--- src/rtl/vga_mode_sequencer_if.sv ---
// Control/status bundle between the mode register, the VGA converter and the sequencer.
interface vga_mode_sequencer_if;
  logic mode_req;   // requested mode: 1 = YPbPr, 0 = RGB
  logic vsync;      // converter vsync, active high
  logic ypbpr_en;   // applied mode
  logic blank;      // force output black
  logic busy;       // switch or recovery in progress
  logic sync_lost;  // vsync missing for the timeout window

  modport master (
    output mode_req, vsync,
    input  ypbpr_en, blank, busy, sync_lost
  );

  modport slave (
    input  mode_req, vsync,
    output ypbpr_en, blank, busy, sync_lost
  );
endinterface

--- src/rtl/vga_mode_sequencer.sv ---
// Frame-aligned RGB/YPbPr mode sequencer: mutes MUTE_FRAMES frames around every
// mode switch and blanks while vsync is missing.
module vga_mode_sequencer #(
  parameter int unsigned MUTE_FRAMES = 2,
  parameter int unsigned VS_TIMEOUT  = 2000000,
  parameter int unsigned CNT_W       = 22
) (
  input  logic               clk,
  input  logic               reset_n,
  vga_mode_sequencer_if.slave bus
);

  localparam int unsigned FCNT_W = (MUTE_FRAMES > 1) ? $clog2(MUTE_FRAMES) : 1;
  localparam logic [FCNT_W-1:0] FCNT_LAST = FCNT_W'(MUTE_FRAMES - 1);
  localparam logic [CNT_W-1:0]  TCNT_LAST = CNT_W'(VS_TIMEOUT - 1);
  localparam logic [CNT_W-1:0]  TCNT_MAX  = '1;

  typedef enum logic [2:0] {
    ST_RUN,
    ST_PRE,
    ST_SWITCH,
    ST_POST,
    ST_NOSYNC
  } state_t;

  state_t            state;
  logic [FCNT_W-1:0] fcnt;
  logic [CNT_W-1:0]  tcnt;
  logic              vsync_q;
  logic              target;
  logic              ypbpr_en_q;
  logic              blank_q;
  logic              busy_q;
  logic              sync_lost_q;
  logic              vs_rise;
  logic              timeout;

  assign vs_rise = bus.vsync & ~vsync_q;
  // A vsync edge landing on the last timeout cycle keeps sync alive.
  assign timeout = (tcnt == TCNT_LAST) & ~vs_rise;

  assign bus.ypbpr_en  = ypbpr_en_q;
  assign bus.blank     = blank_q;
  assign bus.busy      = busy_q;
  assign bus.sync_lost = sync_lost_q;

  // vsync edge detector.
  always_ff @(posedge clk or negedge reset_n) begin
    if (!reset_n) begin
      vsync_q <= 1'b0;
    end else begin
      vsync_q <= bus.vsync;
    end
  end

  // Cycles since the last vsync rising edge, saturating.
  always_ff @(posedge clk or negedge reset_n) begin
    if (!reset_n) begin
      tcnt <= '0;
    end else if (vs_rise) begin
      tcnt <= '0;
    end else if (tcnt != TCNT_MAX) begin
      tcnt <= tcnt + CNT_W'(1);
    end
  end

  // Mode sequencing FSM with registered outputs; sync loss overrides everything.
  always_ff @(posedge clk or negedge reset_n) begin
    if (!reset_n) begin
      state       <= ST_POST;
      fcnt        <= '0;
      target      <= 1'b0;
      ypbpr_en_q  <= 1'b0;
      blank_q     <= 1'b1;
      busy_q      <= 1'b1;
      sync_lost_q <= 1'b0;
    end else if (timeout) begin
      // Already blanked in NOSYNC, so the applied mode may keep following the request.
      if (state == ST_NOSYNC) begin
        ypbpr_en_q <= bus.mode_req;
      end
      state       <= ST_NOSYNC;
      fcnt        <= '0;
      blank_q     <= 1'b1;
      busy_q      <= 1'b1;
      sync_lost_q <= 1'b1;
    end else begin
      case (state)
        ST_RUN: begin
          if (bus.mode_req != ypbpr_en_q) begin
            state   <= ST_PRE;
            target  <= bus.mode_req;
            fcnt    <= '0;
            blank_q <= 1'b1;
            busy_q  <= 1'b1;
          end
        end
        ST_PRE: begin
          if (vs_rise) begin
            if (fcnt == FCNT_LAST) begin
              state <= ST_SWITCH;
              fcnt  <= '0;
            end else begin
              fcnt <= fcnt + FCNT_W'(1);
            end
          end
        end
        ST_SWITCH: begin
          ypbpr_en_q <= target;
          state      <= ST_POST;
          fcnt       <= '0;
        end
        ST_POST: begin
          if (vs_rise) begin
            if (fcnt == FCNT_LAST) begin
              state   <= ST_RUN;
              fcnt    <= '0;
              blank_q <= 1'b0;
              busy_q  <= 1'b0;
            end else begin
              fcnt <= fcnt + FCNT_W'(1);
            end
          end
        end
        ST_NOSYNC: begin
          ypbpr_en_q <= bus.mode_req;
          if (vs_rise) begin
            state       <= ST_POST;
            fcnt        <= '0;
            sync_lost_q <= 1'b0;
          end
        end
        default: begin
          state   <= ST_POST;
          fcnt    <= '0;
          blank_q <= 1'b1;
          busy_q  <= 1'b1;
        end
      endcase
    end
  end

endmodule

--- src/flat_wrapper.sv ---
// flat-port wrapper written by rule: the top's interface ports become plain ports
module vga_mode_sequencer_flat 
#(
  parameter int unsigned MUTE_FRAMES = 2,
  parameter int unsigned VS_TIMEOUT  = 2000000,
  parameter int unsigned CNT_W       = 22
)
  (clk, reset_n, bus_mode_req, bus_vsync, bus_ypbpr_en, bus_blank, bus_busy, bus_sync_lost);
  vga_mode_sequencer_if bus_i ();
  input  logic clk;
  input  logic reset_n;
  input wire logic [$bits(bus_i.mode_req)-1:0] bus_mode_req;
  input wire logic [$bits(bus_i.vsync)-1:0] bus_vsync;
  output wire logic [$bits(bus_i.ypbpr_en)-1:0] bus_ypbpr_en;
  output wire logic [$bits(bus_i.blank)-1:0] bus_blank;
  output wire logic [$bits(bus_i.busy)-1:0] bus_busy;
  output wire logic [$bits(bus_i.sync_lost)-1:0] bus_sync_lost;
  assign bus_i.mode_req = bus_mode_req;
  assign bus_i.vsync = bus_vsync;
  assign bus_ypbpr_en = bus_i.ypbpr_en;
  assign bus_blank = bus_i.blank;
  assign bus_busy = bus_i.busy;
  assign bus_sync_lost = bus_i.sync_lost;
  vga_mode_sequencer #(.MUTE_FRAMES(MUTE_FRAMES), .VS_TIMEOUT(VS_TIMEOUT), .CNT_W(CNT_W)) u_core (.clk(clk), .reset_n(reset_n), .bus(bus_i));
endmodule
--- config.mk ---
export PLATFORM = sky130hd
export DESIGN_NAME = vga_mode_sequencer_flat
export DESIGN_NICKNAME = d
export VERILOG_FILES = /design/src/rtl/vga_mode_sequencer_if.sv /design/src/rtl/vga_mode_sequencer.sv /design/src/flat_wrapper.sv
export SDC_FILE = /design/constraint.sdc
export NUM_CORES = 1
export LEC_CHECK = 0
export BUFFER_PORTS_ARGS = -buffer_cell sky130_fd_sc_hd__buf_2
export CAP_MARGIN = 25
export CELL_PAD_IN_SITES_DETAIL_PLACEMENT = 1
export CELL_PAD_IN_SITES_GLOBAL_PLACEMENT = 2
export CORE_ASPECT_RATIO = 1.75
export CORE_MARGIN = 5
export CORE_UTILIZATION = 26
export DETAILED_ROUTE_END_ITERATION = 10
export GPL_TIMING_DRIVEN = 0
export PLACE_DENSITY = 0.59
export SLEW_MARGIN = 20
export SYNTH_ARGS = -nofsm -noshare
export SYNTH_HDL_FRONTEND = slang
export SYNTH_SLANG_ARGS = --single-unit
export TNS_END_PERCENT = 5
--- constraint.sdc ---
create_clock -name clk -period 3.73 [get_ports clk]
set_input_delay 0.5595 -clock clk [delete_from_list [all_inputs] [get_ports clk]]
set_output_delay 0.5595 -clock clk [all_outputs]
set_load 0.03 [all_outputs]
==> results.sh <==
export IMPL_outcome="completed"
export IMPL_synthArstFlopShare=1.00
export IMPL_setup_slack_ns=1.54
export IMPL_grt_start_max_net_pins=32
export IMPL_buffer_ports_inserted=7
export IMPL_final_core_utilization=0.308
export IMPL_ys_flop_type="sky130_fd_sc_hd__dfrtp_1"
export IMPL_coreArea_sq_um=6440
export IMPL_irDropWorstVdd_mv=0.243
export IMPL_detailed_route_vias_per_instance=5.04
export IMPL_syn_cell_area_sq_um=1700
export IMPL_floorplan_die_area_sq_um=8320
export IMPL_drt_wirelength_per_cell_microns=16.4
export IMPL_max_freq_mhz=458
export IMPL_worst_path_max_fanout=10
export IMPL_netlist_cell_type_count=41
export IMPL_drc_errors=0
export IMPL_synth_seq_cells=31
export IMPL_chipWidth_microns=71.1
export IMPL_areaGrowthSynthToFinish_pct=16.8
export IMPL_hold_violations=0
export IMPL_tritoncts="built"
export IMPL_use_met1=0.121
export IMPL_setup_violations_final=0
export IMPL_seqCellArea_sq_um=779
export IMPL_die_h_microns=117
export IMPL_critPathArrivalTime_ns=2.32
export IMPL_cts_resized=0
export IMPL_number_of_enable_flip_flop_cells_after_synthesis=0
export IMPL_drtAntennaViolNets=0
export IMPL_timing_critical_path_from_type="flip-flop"
export IMPL_rsz0062_at_grt="false"
export IMPL_drtPass1Iterations=4
export IMPL_io_pin_count=8
export IMPL_ctsHoldBuffers=0
export IMPL_drv_slew=0
export IMPL_cts_root_buffer_cell="sky130_fd_sc_hd__clkbuf_16"
export IMPL_yosys_warnings=0
export IMPL_clock_buffers_created_by_tritoncts=5
export IMPL_routed_wirelength_microns=4570
export IMPL_placementRows=39
export IMPL_leakage_nw=0.790
export IMPL_clk_latency_worst_skew_pair_ns=0.27
export IMPL_drt_first_iter_violations=39
export IMPL_met3_usage=0.0239
export IMPL_synth_yosys_seq_area_share=0.459
export IMPL_fin_worst_skew_ns=0.00255
export IMPL_timing_worst_setup_path_type="flip-flop to flip-flop"
export IMPL_endpoint_kind="flip-flop"
export IMPL_gp_routability_congestion=0.766
export IMPL_power_density_cell_area_nw_per_um2=513
export IMPL_post_route_min_period_ns=2.19
export IMPL_insertedDiodeCount=0
export IMPL_worst_hold_check_path_type="primary input to asynchronous set/reset pin"
export IMPL_worst_endpoint_required_ns=3.86
export IMPL_num_nets_final=201
export IMPL_period_utilization=0.586
export IMPL_grt_antenna_before_repair=0
export IMPL_maxCapViolCount=0
export IMPL_clock_sink_count=31
export IMPL_count_of_filler_cells_inserted_in_the_layout=780
export IMPL_dpl_hpwl_microns=3440
export IMPL_clockBufferDepth=2
export IMPL_worst_path_clk_slew_ns=0.05
export IMPL_grt_use_met2=0.239
export IMPL_placement_setup_worst_slack_ns=1.35
export IMPL_grt_first_pass_wirelength_microns=7860
export IMPL_most_congested_layer_reported_by_global_routing="met2"
export IMPL_leading_cell_types_in_the_layout_fill_and_taps_excluded="sky130_fd_sc_hd__nor2_1, sky130_fd_sc_hd__dfrtp_1, sky130_fd_sc_hd__xnor2_1, sky130_fd_sc_hd__nand3_1, sky130_fd_sc_hd__nand2_1"
export IMPL_combined_area_of_the_multi_input_logic_cells_sq_um=865
export IMPL_floorplan_initialDensity=0.264
export IMPL_globalRoute_totalOverflow=0
export IMPL_synth_nets=187
export IMPL_vias=1405
export IMPL_cts_htree_levels=2
export IMPL_relSlewSlack=0.506
export IMPL_avgSynthCellArea_sq_um=9.34
export IMPL_cts_post_setup_buffers_inserted=0
export IMPL_first_global_vias=1597
export IMPL_tightest_slew_ns=0.735
export IMPL_finalSetupTns_ns=0
export IMPL_post_route_cells_drive_above_1_share=0.157
export IMPL_groute_usage_overall=0.122
export IMPL_post_synth_inst_count=182
==> kinds of logic (layout without fill, tap and decap cells) <==
group | count (synthesis) | count (layout) | synth area share
AOI/OAI and AO/OA | 32 | 32 | 0.125
adders and majority gates | 1 | 1 | 0.00736
buffers and inverters | 12 | 27 | 0.0324
xor gates and xnor gates | 19 | 19 | 0.0979
muxes | 1 | 1 | 0.00589
DFF | 31 | 31 | 0.459
and+or+nand+nor | 86 | 86 | 0.272
==> final timing paths <==
path / cells past startpoint / endpoint / start / slack [ns]
max: 7 / u_core.tcnt[20]$_DFFE_PN0P_ / u_core.tcnt[0]$_DFFE_PN0P_ / 1.54
min: 1 / u_core.bus.sync_lost$_DFFE_PN0P_ / reset_n / 0.35
max reg2reg: 7 / u_core.tcnt[20]$_DFFE_PN0P_ / u_core.tcnt[0]$_DFFE_PN0P_ / 1.54
min reg2reg: 1 / u_core.bus.sync_lost$_DFFE_PN0P_ / u_core.bus.sync_lost$_DFFE_PN0P_ / 0.47
max in group asynchronous: 1 / u_core.vsync_q$_DFF_PN0_ / reset_n / 2.92
min in group clk: 1 / u_core.vsync_q$_DFF_PN0_ / bus_vsync / 0.41
==> sequential cells by signal, indices dropped and copies added (netlist names) <==
name                  flops
u_core.bus.blank          1
u_core.bus.sync_lost      1
u_core.bus.ypbpr_en       1
u_core.fcnt               1
u_core.state              3
u_core.target             1
u_core.tcnt              22
u_core.vsync_q            1
==> synthesized netlist by cell type, types with 2 or more instances <==
master                     instances  area (sq um)
sky130_fd_sc_hd__xnor2_1          16           140
sky130_fd_sc_hd__a21boi_0          2          15.0
sky130_fd_sc_hd__dfstp_2           3          78.8
sky130_fd_sc_hd__clkbuf_1          4          15.0
sky130_fd_sc_hd__nor4_2            2          25.0
sky130_fd_sc_hd__nand2_1          13          48.8
sky130_fd_sc_hd__a211oi_1          6          45.0
sky130_fd_sc_hd__buf_4             2          15.0
sky130_fd_sc_hd__nor3_1            5          25.0
sky130_fd_sc_hd__nor2_1           28           105
sky130_fd_sc_hd__o21ai_0           3          15.0
sky130_fd_sc_hd__nand4_1           6          37.5
sky130_fd_sc_hd__nor4_1            3          18.8
sky130_fd_sc_hd__xor2_1            3          26.3
sky130_fd_sc_hd__inv_1             4          15.0
sky130_fd_sc_hd__and3_1            3          18.8
sky130_fd_sc_hd__or2_2             4          25.0
sky130_fd_sc_hd__a21oi_1           9          45.0
sky130_fd_sc_hd__nand3_1          13          65.1
sky130_fd_sc_hd__a31oi_1           5          31.3
sky130_fd_sc_hd__dfrtp_1          28           701
==> power breakdown <==
part	switching (mW)	internal, mW
registers	0.0548	0.388
clock network	0.137	0.264
logic	0.102	0.0724
total	0.294	0.724
==> routing by layer <==
metal  part of all wire  up-vias
li1                   -      677
met1               0.38      698
met2               0.57       22
met3              0.026        8
met4              0.026        0
met5                  0        -
==> metrics by stage <==
stage | hold WS [ns] | total power [mW] | cells | instance area, sq um
2_1_floorplan | 0.264 | 0.565 | 182 | 1700
3_3_place_gp | 0.469 | 0.619 | 271 | 1840
3_5_place_dp | 0.468 | 0.625 | 271 | 1840
4_1_cts | 0.377 | 1.04 | 279 | 1980
5_1_grt | 0.410 | 1.07 | 279 | 1980
6_report | 0.349 | 1.02 | 279 | 1980
==> critical path, stage by stage, from the launching register on <==
cell and delay (ns):
sky130_fd_sc_hd__dfrtp_1 0.38, sky130_fd_sc_hd__ha_1 0.22, sky130_fd_sc_hd__nand4_1 0.33, sky130_fd_sc_hd__nor4_4 0.50, sky130_fd_sc_hd__buf_4 0.26, sky130_fd_sc_hd__nand3_1 0.10
sky130_fd_sc_hd__nor3b_1 0.20, sky130_fd_sc_hd__nor3_1 0.06
==> cell type report <==
| type | count | area share |
|---|---|---|
| multi-input cells | 139 | 0.436 |
| inverters | 4 | 0.00757 |
| clock buffers | 7 | 0.0719 |
| well taps | 82 | 0.0517 |
| repair buffers | 7 | 0.0177 |
| plain buffers | 8 | 0.0202 |
| clock inverters | 1 | 0.00252 |
| flip-flops and latches | 31 | 0.393 |
No activity file was read; power rests on OpenSTA's default activity.
